File: src/rtl/ps2_host_tx_pkg.sv
// Shared definitions for the PS/2 host-to-device transmitter.
// Contents: the FSM state encoding, default timing constants (in system clock
// cycles at 50 MHz), the idle level of the open-drain lines, and a helper used
// to size the shared cycle counter.
package ps2_host_tx_pkg;

    typedef enum logic [2:0] {
        IDLE      = 3'd0,
        INHIBIT   = 3'd1,
        REQ       = 3'd2,
        SEND      = 3'd3,
        ACK       = 3'd4,
        WAIT_IDLE = 3'd5
    } state_t;

    localparam int DEF_INHIBIT_CYCLES = 5000;    // 100 us
    localparam int DEF_SETUP_CYCLES   = 50;      // 1 us
    localparam int DEF_TIMEOUT_CYCLES = 750000;  // 15 ms

    // Both PS/2 lines float high when nobody drives them.
    localparam logic LINE_IDLE = 1'b1;

    // Falls the host consumes while driving data, parity and stop.
    localparam logic [3:0] LAST_DRIVEN_FALL = 4'd9;

    function automatic int max3(input int a, input int b, input int c);
        int m;
        m = (a > b) ? a : b;
        return (m > c) ? m : c;
    endfunction

endpackage

File: src/rtl/ps2_sync_edge.sv
// Two-flop synchronizer with falling-edge detect for one raw PS/2 line.
// Ports:
//   clock, reset : system clock, synchronous active-high reset
//   line         : raw asynchronous line level
//   level        : synchronized level (2-cycle latency)
//   fall         : one-cycle pulse on a 1 -> 0 transition (3-cycle latency)
module ps2_sync_edge
    import ps2_host_tx_pkg::*;
(
    input  logic clock,
    input  logic reset,
    input  logic line,
    output logic level,
    output logic fall
);

    logic meta;
    logic sync;
    logic prev;

    always_ff @(posedge clock) begin
        if (reset) begin
            meta <= LINE_IDLE;
            sync <= LINE_IDLE;
            prev <= LINE_IDLE;
            fall <= 1'b0;
        end else begin
            meta <= line;
            sync <= meta;
            prev <= sync;
            fall <= prev & ~sync;
        end
    end

    assign level = sync;

endmodule

File: src/rtl/ps2_host_tx.sv
// PS/2 host transmitter: sends one command byte to a keyboard using the
// host-to-device protocol (inhibit, request-to-send, 8 data bits LSB first,
// odd parity, stop, device ACK).
// Ports:
//   clock, reset            : system clock, synchronous active-high reset
//   tx_data, tx_valid       : command byte and request (taken when tx_ready)
//   tx_ready                : high only while idle
//   ps2_clk_in, ps2_data_in : raw line levels (asynchronous)
//   ps2_clk_oe, ps2_data_oe : 1 pulls the line low, 0 releases it (registered)
//   tx_done                 : one-cycle pulse, byte sent and ACK seen
//   tx_error                : one-cycle pulse, timeout or missing ACK
//   tx_busy                 : high whenever not idle
module ps2_host_tx
    import ps2_host_tx_pkg::*;
#(
    parameter int INHIBIT_CYCLES = DEF_INHIBIT_CYCLES,
    parameter int SETUP_CYCLES   = DEF_SETUP_CYCLES,
    parameter int TIMEOUT_CYCLES = DEF_TIMEOUT_CYCLES
) (
    input  logic       clock,
    input  logic       reset,
    input  logic [7:0] tx_data,
    input  logic       tx_valid,
    output logic       tx_ready,
    input  logic       ps2_clk_in,
    input  logic       ps2_data_in,
    output logic       ps2_clk_oe,
    output logic       ps2_data_oe,
    output logic       tx_done,
    output logic       tx_error,
    output logic       tx_busy
);

    localparam int CNT_W = $clog2(max3(INHIBIT_CYCLES, SETUP_CYCLES, TIMEOUT_CYCLES) + 1);

    state_t           state;
    state_t           state_next;
    logic [CNT_W-1:0] cnt;
    logic [3:0]       bit_cnt;
    logic [9:0]       shift;      // {stop, parity, data}; shifts right, fills with 1
    logic             ack_ok;
    logic             clk_level;
    logic             clk_fall;
    logic             data_level;
    logic             data_fall_unused;
    logic             accept;
    logic             watchdog;
    logic             timeout;
    logic             bus_idle;
    logic             clk_oe_d;
    logic             data_oe_d;
    logic             done_d;
    logic             error_d;

    ps2_sync_edge u_clk_sync (
        .clock (clock),
        .reset (reset),
        .line  (ps2_clk_in),
        .level (clk_level),
        .fall  (clk_fall)
    );

    // Only the level of the data line matters; its edges are not used.
    ps2_sync_edge u_data_sync (
        .clock (clock),
        .reset (reset),
        .line  (ps2_data_in),
        .level (data_level),
        .fall  (data_fall_unused)
    );

    assign accept   = (state == IDLE) && tx_valid && tx_ready;
    // The shared counter doubles as a per-fall watchdog once the device clocks.
    assign watchdog = (state == SEND) || (state == ACK) || (state == WAIT_IDLE);
    assign timeout  = watchdog && !clk_fall && (cnt == CNT_W'(TIMEOUT_CYCLES - 1));
    assign bus_idle = clk_level && data_level;

    // State register
    always_ff @(posedge clock) begin
        if (reset) begin
            state <= IDLE;
        end else begin
            state <= state_next;
        end
    end

    // Next-state logic; falls during INHIBIT/REQ are device contention and ignored
    always_comb begin
        state_next = state;
        unique case (state)
            IDLE:      if (accept) state_next = INHIBIT;
            INHIBIT:   if (cnt == CNT_W'(INHIBIT_CYCLES - 1)) state_next = REQ;
            REQ:       if (cnt == CNT_W'(SETUP_CYCLES - 1)) state_next = SEND;
            SEND: begin
                if (clk_fall && bit_cnt == LAST_DRIVEN_FALL) state_next = ACK;
                else if (timeout)                           state_next = IDLE;
            end
            ACK: begin
                if (clk_fall)     state_next = WAIT_IDLE;
                else if (timeout) state_next = IDLE;
            end
            WAIT_IDLE: begin
                if (bus_idle)     state_next = IDLE;
                else if (timeout) state_next = IDLE;
            end
            default:   state_next = IDLE;
        endcase
    end

    // Output logic: next values for the registered bus and status outputs
    always_comb begin
        clk_oe_d  = (state_next == INHIBIT) || (state_next == REQ);
        data_oe_d = 1'b0;
        if (state_next == REQ) begin
            data_oe_d = 1'b1;
        end else if (state_next == SEND) begin
            if (state != SEND)  data_oe_d = 1'b1;       // start bit held over from REQ
            else if (clk_fall)  data_oe_d = ~shift[0];
            else                data_oe_d = ps2_data_oe;
        end
        done_d  = (state == WAIT_IDLE) && bus_idle && ack_ok;
        // A bus that goes idle on the watchdog's last cycle still counts as a clean finish.
        error_d = (timeout && !((state == WAIT_IDLE) && bus_idle))
                  || ((state == ACK) && clk_fall && data_level);
    end

    // Output registers and datapath
    always_ff @(posedge clock) begin
        if (reset) begin
            ps2_clk_oe  <= 1'b0;
            ps2_data_oe <= 1'b0;
            tx_done     <= 1'b0;
            tx_error    <= 1'b0;
            tx_busy     <= 1'b0;
            tx_ready    <= 1'b0;
            cnt         <= '0;
            bit_cnt     <= '0;
            shift       <= '1;
            ack_ok      <= 1'b0;
        end else begin
            ps2_clk_oe  <= clk_oe_d;
            ps2_data_oe <= data_oe_d;
            tx_done     <= done_d;
            tx_error    <= error_d;
            tx_busy     <= (state_next != IDLE);
            tx_ready    <= (state_next == IDLE);

            if ((state_next != state) || (state_next == IDLE)) begin
                cnt <= '0;
            end else if (watchdog && clk_fall) begin
                cnt <= '0;
            end else begin
                cnt <= cnt + 1'b1;
            end

            if (accept) begin
                shift   <= {1'b1, ~^tx_data, tx_data};
                bit_cnt <= '0;
                ack_ok  <= 1'b0;
            end else if ((state == SEND) && clk_fall) begin
                shift   <= {1'b1, shift[9:1]};
                bit_cnt <= bit_cnt + 4'd1;
            end

            if ((state == ACK) && clk_fall) begin
                ack_ok <= ~data_level;
            end
        end
    end

endmodule

File: config.mk
export PLATFORM = sky130hd
export DESIGN_NAME = ps2_host_tx
export DESIGN_NICKNAME = d
export VERILOG_FILES = /design/src/rtl/ps2_host_tx_pkg.sv /design/src/rtl/ps2_sync_edge.sv /design/src/rtl/ps2_host_tx.sv
export SDC_FILE = /design/constraint.sdc
export NUM_CORES = 1
export LEC_CHECK = 0
export BUFFER_PORTS_ARGS = -buffer_cell sky130_fd_sc_hd__buf_2
export CAP_MARGIN = 20
export CORE_MARGIN = 2
export CORE_UTILIZATION = 60
export CTS_CLUSTER_SIZE = 24
export DETAILED_ROUTE_END_ITERATION = 8
export PLACE_DENSITY = 0.85
export REMOVE_ABC_BUFFERS = 1
export SETUP_SLACK_MARGIN = 0.1
export SLEW_MARGIN = 10
export SYNTH_ARGS = -nofsm -noshare
export SYNTH_HDL_FRONTEND = slang
export SYNTH_HIERARCHICAL = 1
export SYNTH_SLANG_ARGS = --single-unit
File: constraint.sdc
create_clock -name clock -period 2.9 [get_ports clock]
set_input_delay 0.29 -clock clock [delete_from_list [all_inputs] [get_ports clock]]
set_output_delay 0.29 -clock clock [all_outputs]
set_load 0.01 [all_outputs]
==> impl_metrics.py, run 1 <==
metrics = {
    "floorplan": {
        "fp.coreArea_um2": 4090,
        "die_h_um": 69.8,
        "io_pins": 19,
        "rows": 23,
        "start_util_pct": 63.6,
        "die-width_um": 69.8,
        "die_area_um2": 4880,
    },
    "worst_setup_path": {
        "worstReg2RegStart": "state[1]",
        "ff2ff_setup_slack_ps": 410,
        "cp.depth": 7,
        "critPathBufInv": 1,
        "crit_path_start_kind": "flop",
        "critPathRequiredTime_ps": 3140,
        "critPathKind": "reg2reg",
        "ff2ff_path_depth": 7,
        "crit_fanout": 22,
        "cp_slowest_stage_delay_ps": 570,
        "r2r_end": "tx_ready",
        "worstSetupStartpoint": "state[1]",
        "path_delay_family": "simple AND/OR/NAND/NOR gates",
        "cp_cell_sequence": "nand3b_1, a211o_1, or4_4, a21o_1, nor3b_4, buf_4, nor2b_1",
        "end_kind": "flop",
        "cp.arrival_ps": 2720,
        "cp_slowest_cell": "dfxtp_1",
    },
    "cells_and_area": {
        "nFillCells": 355,
        "regArea_um2": 981,
        "design_area_um2": 2800,
        "n_antenna_cell": 0,
        "layout_common_cells": "dfxtp_1, nor2_1, nand2_1",
        "syn2layout_area_growth_pct": 7.65,
        "nets": 346,
        "drive_above_1_share_pct": 11.9,
        "multi_input_area_um2": 1520,
        "final_common_cell": "dfxtp_1",
    },
    "global_route": {
        "grtUsageTotal_pct": 23.9,
        "met2_usage_pct": 36.9,
        "grt_pass1_vias": 2026,
        "gr-total-overflow": 0,
        "use_met3_pct": 4.36,
        "grt_max_degree": 49,
        "grt_use_met1_pct": 33.8,
        "antenna_found_initial": 0,
        "grt_pass1_wl_um": 9520,
        "gr-max-usage-layer": "met2",
    },
    "clock_tree": {
        "cts_max_level": 2,
        "clock_latency_ps": 300,
        "cts.repair.resized": 0,
        "numCtsBuffers": 5,
        "clk_pin_slew_ps": 80,
        "post_cts_buffers": 0,
        "cts_root_buf": "clkbuf_8",
        "ctsHoldBuffers": 0,
        "cts_buffer_depth": 2,
        "cts_tree": "done",
        "cts_sinks": 49,
    },
    "route": {
        "vias": 2243,
        "wl_per_cell_um": 14.6,
        "drc": 0,
        "first_pass_iters": 5,
        "ant_nets": 0,
        "drtIter0Drc": 222,
        "drt-total-wl_um": 5520,
        "vias_per_cell": 5.92,
    },
    "placement": {
        "place_congestion": 0.914,
        "postPlaceCellArea_um2": 2710,
        "place_ws_ps": 454,
        "dpl.hpwl_um": 3780,
        "port_buffers": 18,
    },
    "worst_hold_path": {
        "hold_end": "u_data_sync/meta",
        "hold-path-cell-count": 2,
        "hp-class": "in2reg",
        "hp-start": "ps2_data_in",
    },
    "synth": {
        "syn-cell-area_um2": 2600,
        "synthCells": 317,
        "yosysWarnings": 6,
        "synth.avg_cell_area_um2": 8.20,
    },
    "power": {
        "peakVddDrop_mv": 0.343,
        "p_leak_nw": 1.02,
        "p_per_area_nw_per_um2": 473,
    },
    "sta": {
        "worst_slew_margin_rel_pct": 46.6,
        "min_period_ps": 2490,
        "worst_pin_slew_ps": 794,
        "final_hold_viol_count": 0,
        "min_period_over_period_pct": 85.7,
        "slew_violations": 0,
        "max_freq_mhz": 402,
        "setup_violations": 0,
        "setup_tns_ps": 0,
        "setup_slack_ps": 414,
        "clock_skew_ps": 4.64,
        "rsz0062_at_grt": "false",
    },
    "job": {
        "drv_cap": 0,
    },
    "status": {
        "status": "complete, no violations",
    },
}
[routing by layer]
metal | share of wire (%) | vias to the layer above
met5 | 0 | -
met4 | 1.3 | 0
met3 | 4.9 | 9
met2 | 45 | 58
met1 | 49 | 1038
li1 | - | 1138
[state kept, by name (all words and copies together) (netlist names), 3 cells and up]
| register | flops |
|---|---|
| shift | 9 |
| bit_cnt | 4 |
| state | 3 |
| cnt | 20 |
[layout make-up]
type                       count  share of cell area, %
timing repair buffer          25                   5.10
inverter                       3                  0.402
tap                           50                   2.24
sequential                    49                   35.0
multi-input combinational    245                   54.1
clock buffer                   7                   3.08
[how the worst max path moves through the flow]
| stage | end | slack, ps |
|---|---|---|
| 2_1_floorplan | tx_ready | 440 |
| 3_3_place_gp | tx_ready | 520 |
| 3_5_place_dp | tx_ready | 450 |
| 4_1_cts | tx_ready | 440 |
| 5_1_grt | tx_ready | 240 |
| 6_report | tx_ready | 410 |
[where the power goes]
part / switching, mW / internal [mW] / total (mW)
registers: 0.0189 / 0.700 / 0.719
clock network: 0.212 / 0.189 / 0.401
logic: 0.122 / 0.0813 / 0.203
total: 0.353 / 0.971 / 1.32
[metrics by stage]
step / utilization [%] / hold WS, ps / power, mW / std cells
after global placement: 66.4 / 385 / 0.933 / 372
final: 68.5 / 163 / 1.32 / 379
after global routing: 68.5 / 176 / 1.38 / 379
after floorplan: - / 359 / 0.859 / 297
after detailed placement: 66.4 / 394 / 0.938 / 372
after CTS: 68.5 / 160 / 1.33 / 379
Note: power is estimated with default switching activity, not from simulation.
==> run 2: changes to the inputs <==
--- a/config.mk
+++ b/config.mk
@@ -8,14 +8,14 @@
 export BUFFER_PORTS_ARGS = -buffer_cell sky130_fd_sc_hd__buf_2
 export CAP_MARGIN = 20
 export CORE_MARGIN = 2
-export CORE_UTILIZATION = 60
+export CORE_UTILIZATION = 59
+export CTS_CLUSTER_DIAMETER = 40
 export CTS_CLUSTER_SIZE = 24
 export DETAILED_ROUTE_END_ITERATION = 8
-export PLACE_DENSITY = 0.85
+export PLACE_DENSITY = 0.84
 export REMOVE_ABC_BUFFERS = 1
 export SETUP_SLACK_MARGIN = 0.1
 export SLEW_MARGIN = 10
 export SYNTH_ARGS = -nofsm -noshare
 export SYNTH_HDL_FRONTEND = slang
-export SYNTH_HIERARCHICAL = 1
 export SYNTH_SLANG_ARGS = --single-unit
==> run 2 against run 1 <==
Utilization is 1.6 points lower; register-to-register slack better by 50 ps; combinational power is 43% lower; synthesized cell count is 10% lower.
==> impl_metrics.py, run 2 <==
metrics = {
    "power": {
        "peakVddDrop_mv": 0.305,
        "p_per_area_nw_per_um2": 486,
        "p_leak_nw": 0.983,
    },
    "global_route": {
        "grtUsageTotal_pct": 21.9,
        "grt_max_degree": 21,
        "antenna_found_initial": 0,
        "grt_pass1_wl_um": 7730,
        "gr-total-overflow": 0,
        "grt_pass1_vias": 1713,
    },
    "cells_and_area": {
        "design_area_um2": 2700,
        "final_cells": 350,
        "top_register": "cnt",
        "nets": 316,
        "final_common_cell": "dfxtp_1",
        "nFillCells": 329,
        "drive_above_1_share_pct": 23.3,
        "n_antenna_cell": 0,
        "largest_reg_flops": 20,
        "layout_common_cells": "dfxtp_1, nand2_1, nor2_2",
        "reg_top3": "cnt x20, shift x9, bit_cnt x4",
        "syn2layout_area_growth_pct": 8.40,
    },
    "clock_tree": {
        "ctsHoldBuffers": 0,
        "cts_sinks": 49,
        "cts_root_buf": "clkbuf_8",
        "cts_tree": "done",
        "cts_buffer_depth": 2,
        "post_cts_buffers": 0,
        "cts_max_level": 2,
        "clk_pin_slew_ps": 90,
        "cts.repair.resized": 0,
        "numCtsBuffers": 5,
        "clock_latency_ps": 300,
    },
    "floorplan": {
        "rows": 23,
        "start_util_pct": 61.7,
        "die_area_um2": 4750,
        "die_h_um": 68.9,
        "fp.coreArea_um2": 4030,
        "die-width_um": 68.9,
        "io_pins": 19,
    },
    "worst_setup_path": {
        "cp_slowest_cell": "or4_1",
        "ff2ff_path_depth": 8,
        "worstSetupStartpoint": "cnt[0]",
        "cp.depth": 8,
        "critPathRequiredTime_ps": 3090,
        "cp_cell_sequence": "ha_1, nand3_1, or4_1, o21a_1, o221a_1, o211ai_2, buf_12, nor2_2",
        "cp_slowest_stage_delay_ps": 630,
        "critPathKind": "reg2reg",
        "r2r_end": "cnt[4]",
        "cp.arrival_ps": 2630,
        "end_kind": "flop",
        "ff2ff_setup_slack_ps": 460,
        "crit_fanout": 20,
        "worstReg2RegStart": "cnt[0]",
        "critPathBufInv": 1,
        "path_delay_family": "simple AND/OR/NAND/NOR gates",
        "crit_path_start_kind": "flop",
    },
    "sta": {
        "min_period_over_period_pct": 84.1,
        "setup_tns_ps": 0,
        "max_freq_mhz": 410,
        "final_hold_viol_count": 0,
        "min_period_ps": 2440,
        "worst_slew_margin_rel_pct": 61.1,
        "clock_skew_ps": 8.02,
        "slew_violations": 0,
        "worst_pin_slew_ps": 580,
        "rsz0062_at_grt": "false",
        "setup_violations": 0,
    },
    "worst_hold_path": {
        "hold-path-cell-count": 2,
        "hp-class": "in2reg",
        "hold_end": "u_data_sync.meta",
        "hp-start": "ps2_data_in",
    },
    "synth": {
        "synth_top_cell_by_area": "dfxtp_1",
        "synth_area_leaders": "dfxtp_1, nand2_1, xnor2_1",
        "synth_ff_type": "dfxtp_1",
        "ys_ff_latch": 49,
        "synth.distinct_cells": 57,
        "synth_edf_count": 0,
        "synthTopCellsByCount": "dfxtp_1, nand2_1, nor2_2",
        "syn-cell-area_um2": 2490,
        "synthCells": 284,
        "postSynth.asyncResetShare_pct": 0,
        "synth_top_area_share_pct": 39.4,
        "synth.avg_cell_area_um2": 8.76,
        "yosysWarnings": 0,
        "synth_most_common_cell": "dfxtp_1",
        "ys_seq_area_share_pct": 39.4,
    },
    "placement": {
        "place_congestion": 1.03,
        "port_buffers": 18,
        "dpl.hpwl_um": 3360,
        "placedCellCount": 342,
        "postPlaceCellArea_um2": 2580,
    },
    "route": {
        "vias": 2035,
        "drc": 0,
        "ant_nets": 0,
        "drt-total-wl_um": 4740,
        "first_pass_iters": 5,
        "drtIter0Drc": 205,
        "vias_per_cell": 5.81,
        "wl_per_cell_um": 13.5,
    },
    "status": {
        "status": "complete, no violations",
    },
    "job": {
        "drv_cap": 0,
    },
}
-- run 2: cells by family (layout without fill, tap and decap cells) --
| group | Yosys count | after routing | synth area share [%] |
|---|---|---|---|
| and+or+nand+nor | 148 | 148 | 33.2 |
| DFF | 49 | 49 | 39.4 |
| AOI/OAI and AO/OA | 36 | 36 | 10.9 |
| xor gates and xnor gates | 28 | 28 | 9.86 |
| buffers and inverters | 19 | 35 | 4.58 |
| adders and majority gates | 4 | 4 | 2.01 |
-- run 2: worst max-delay path by stage --
stage | endpoint | slack, ps
floorplan | cnt[10] | 220
global placement | cnt[16] | 490
detailed placement | cnt[5] | 480
CTS | cnt[4] | 460
global route | ps2_data_oe | 300
finish | cnt[4] | 460
-- run 2: per-stage QoR --
| step | setup WS, ps | utilization, % | power [mW] | hold slack (ps) |
|---|---|---|---|---|
| floorplan | 217 | - | 0.793 | 359 |
| global placement | 486 | 64.0 | 0.830 | 393 |
| detailed placement | 482 | 64.0 | 0.833 | 403 |
| CTS | 465 | 66.9 | 1.32 | 163 |
| global route | 301 | 66.9 | 1.36 | 168 |
| finish | 461 | 66.9 | 1.31 | 166 |
-- run 2: area by class of cell --
class	instances	area [um2]	area share, %
flip-flops and latches	49	981	36.4
repair buffers	20	118	4.36
inverters	7	26.3	0.974
well taps	50	62.6	2.32
multi-input cells	216	1390	51.6
clock inverters	1	30.0	1.11
clock buffers	7	86.3	3.20
-- run 2: power breakdown --
group          internal (mW)  total (mW)  switching [mW]
Clock                  0.281       0.493           0.212
Sequential             0.690       0.704          0.0143
Combinational         0.0510       0.115          0.0636
Total                   1.02        1.31           0.290
-- run 2: metal layers --
metal,track usage [%],up-vias,wire length (um)
met4,11.0,0,94
met2,32.2,75,2170
met3,6.01,11,244
li1,-,1007,-
met1,29.2,942,2230
met5,0,-,0
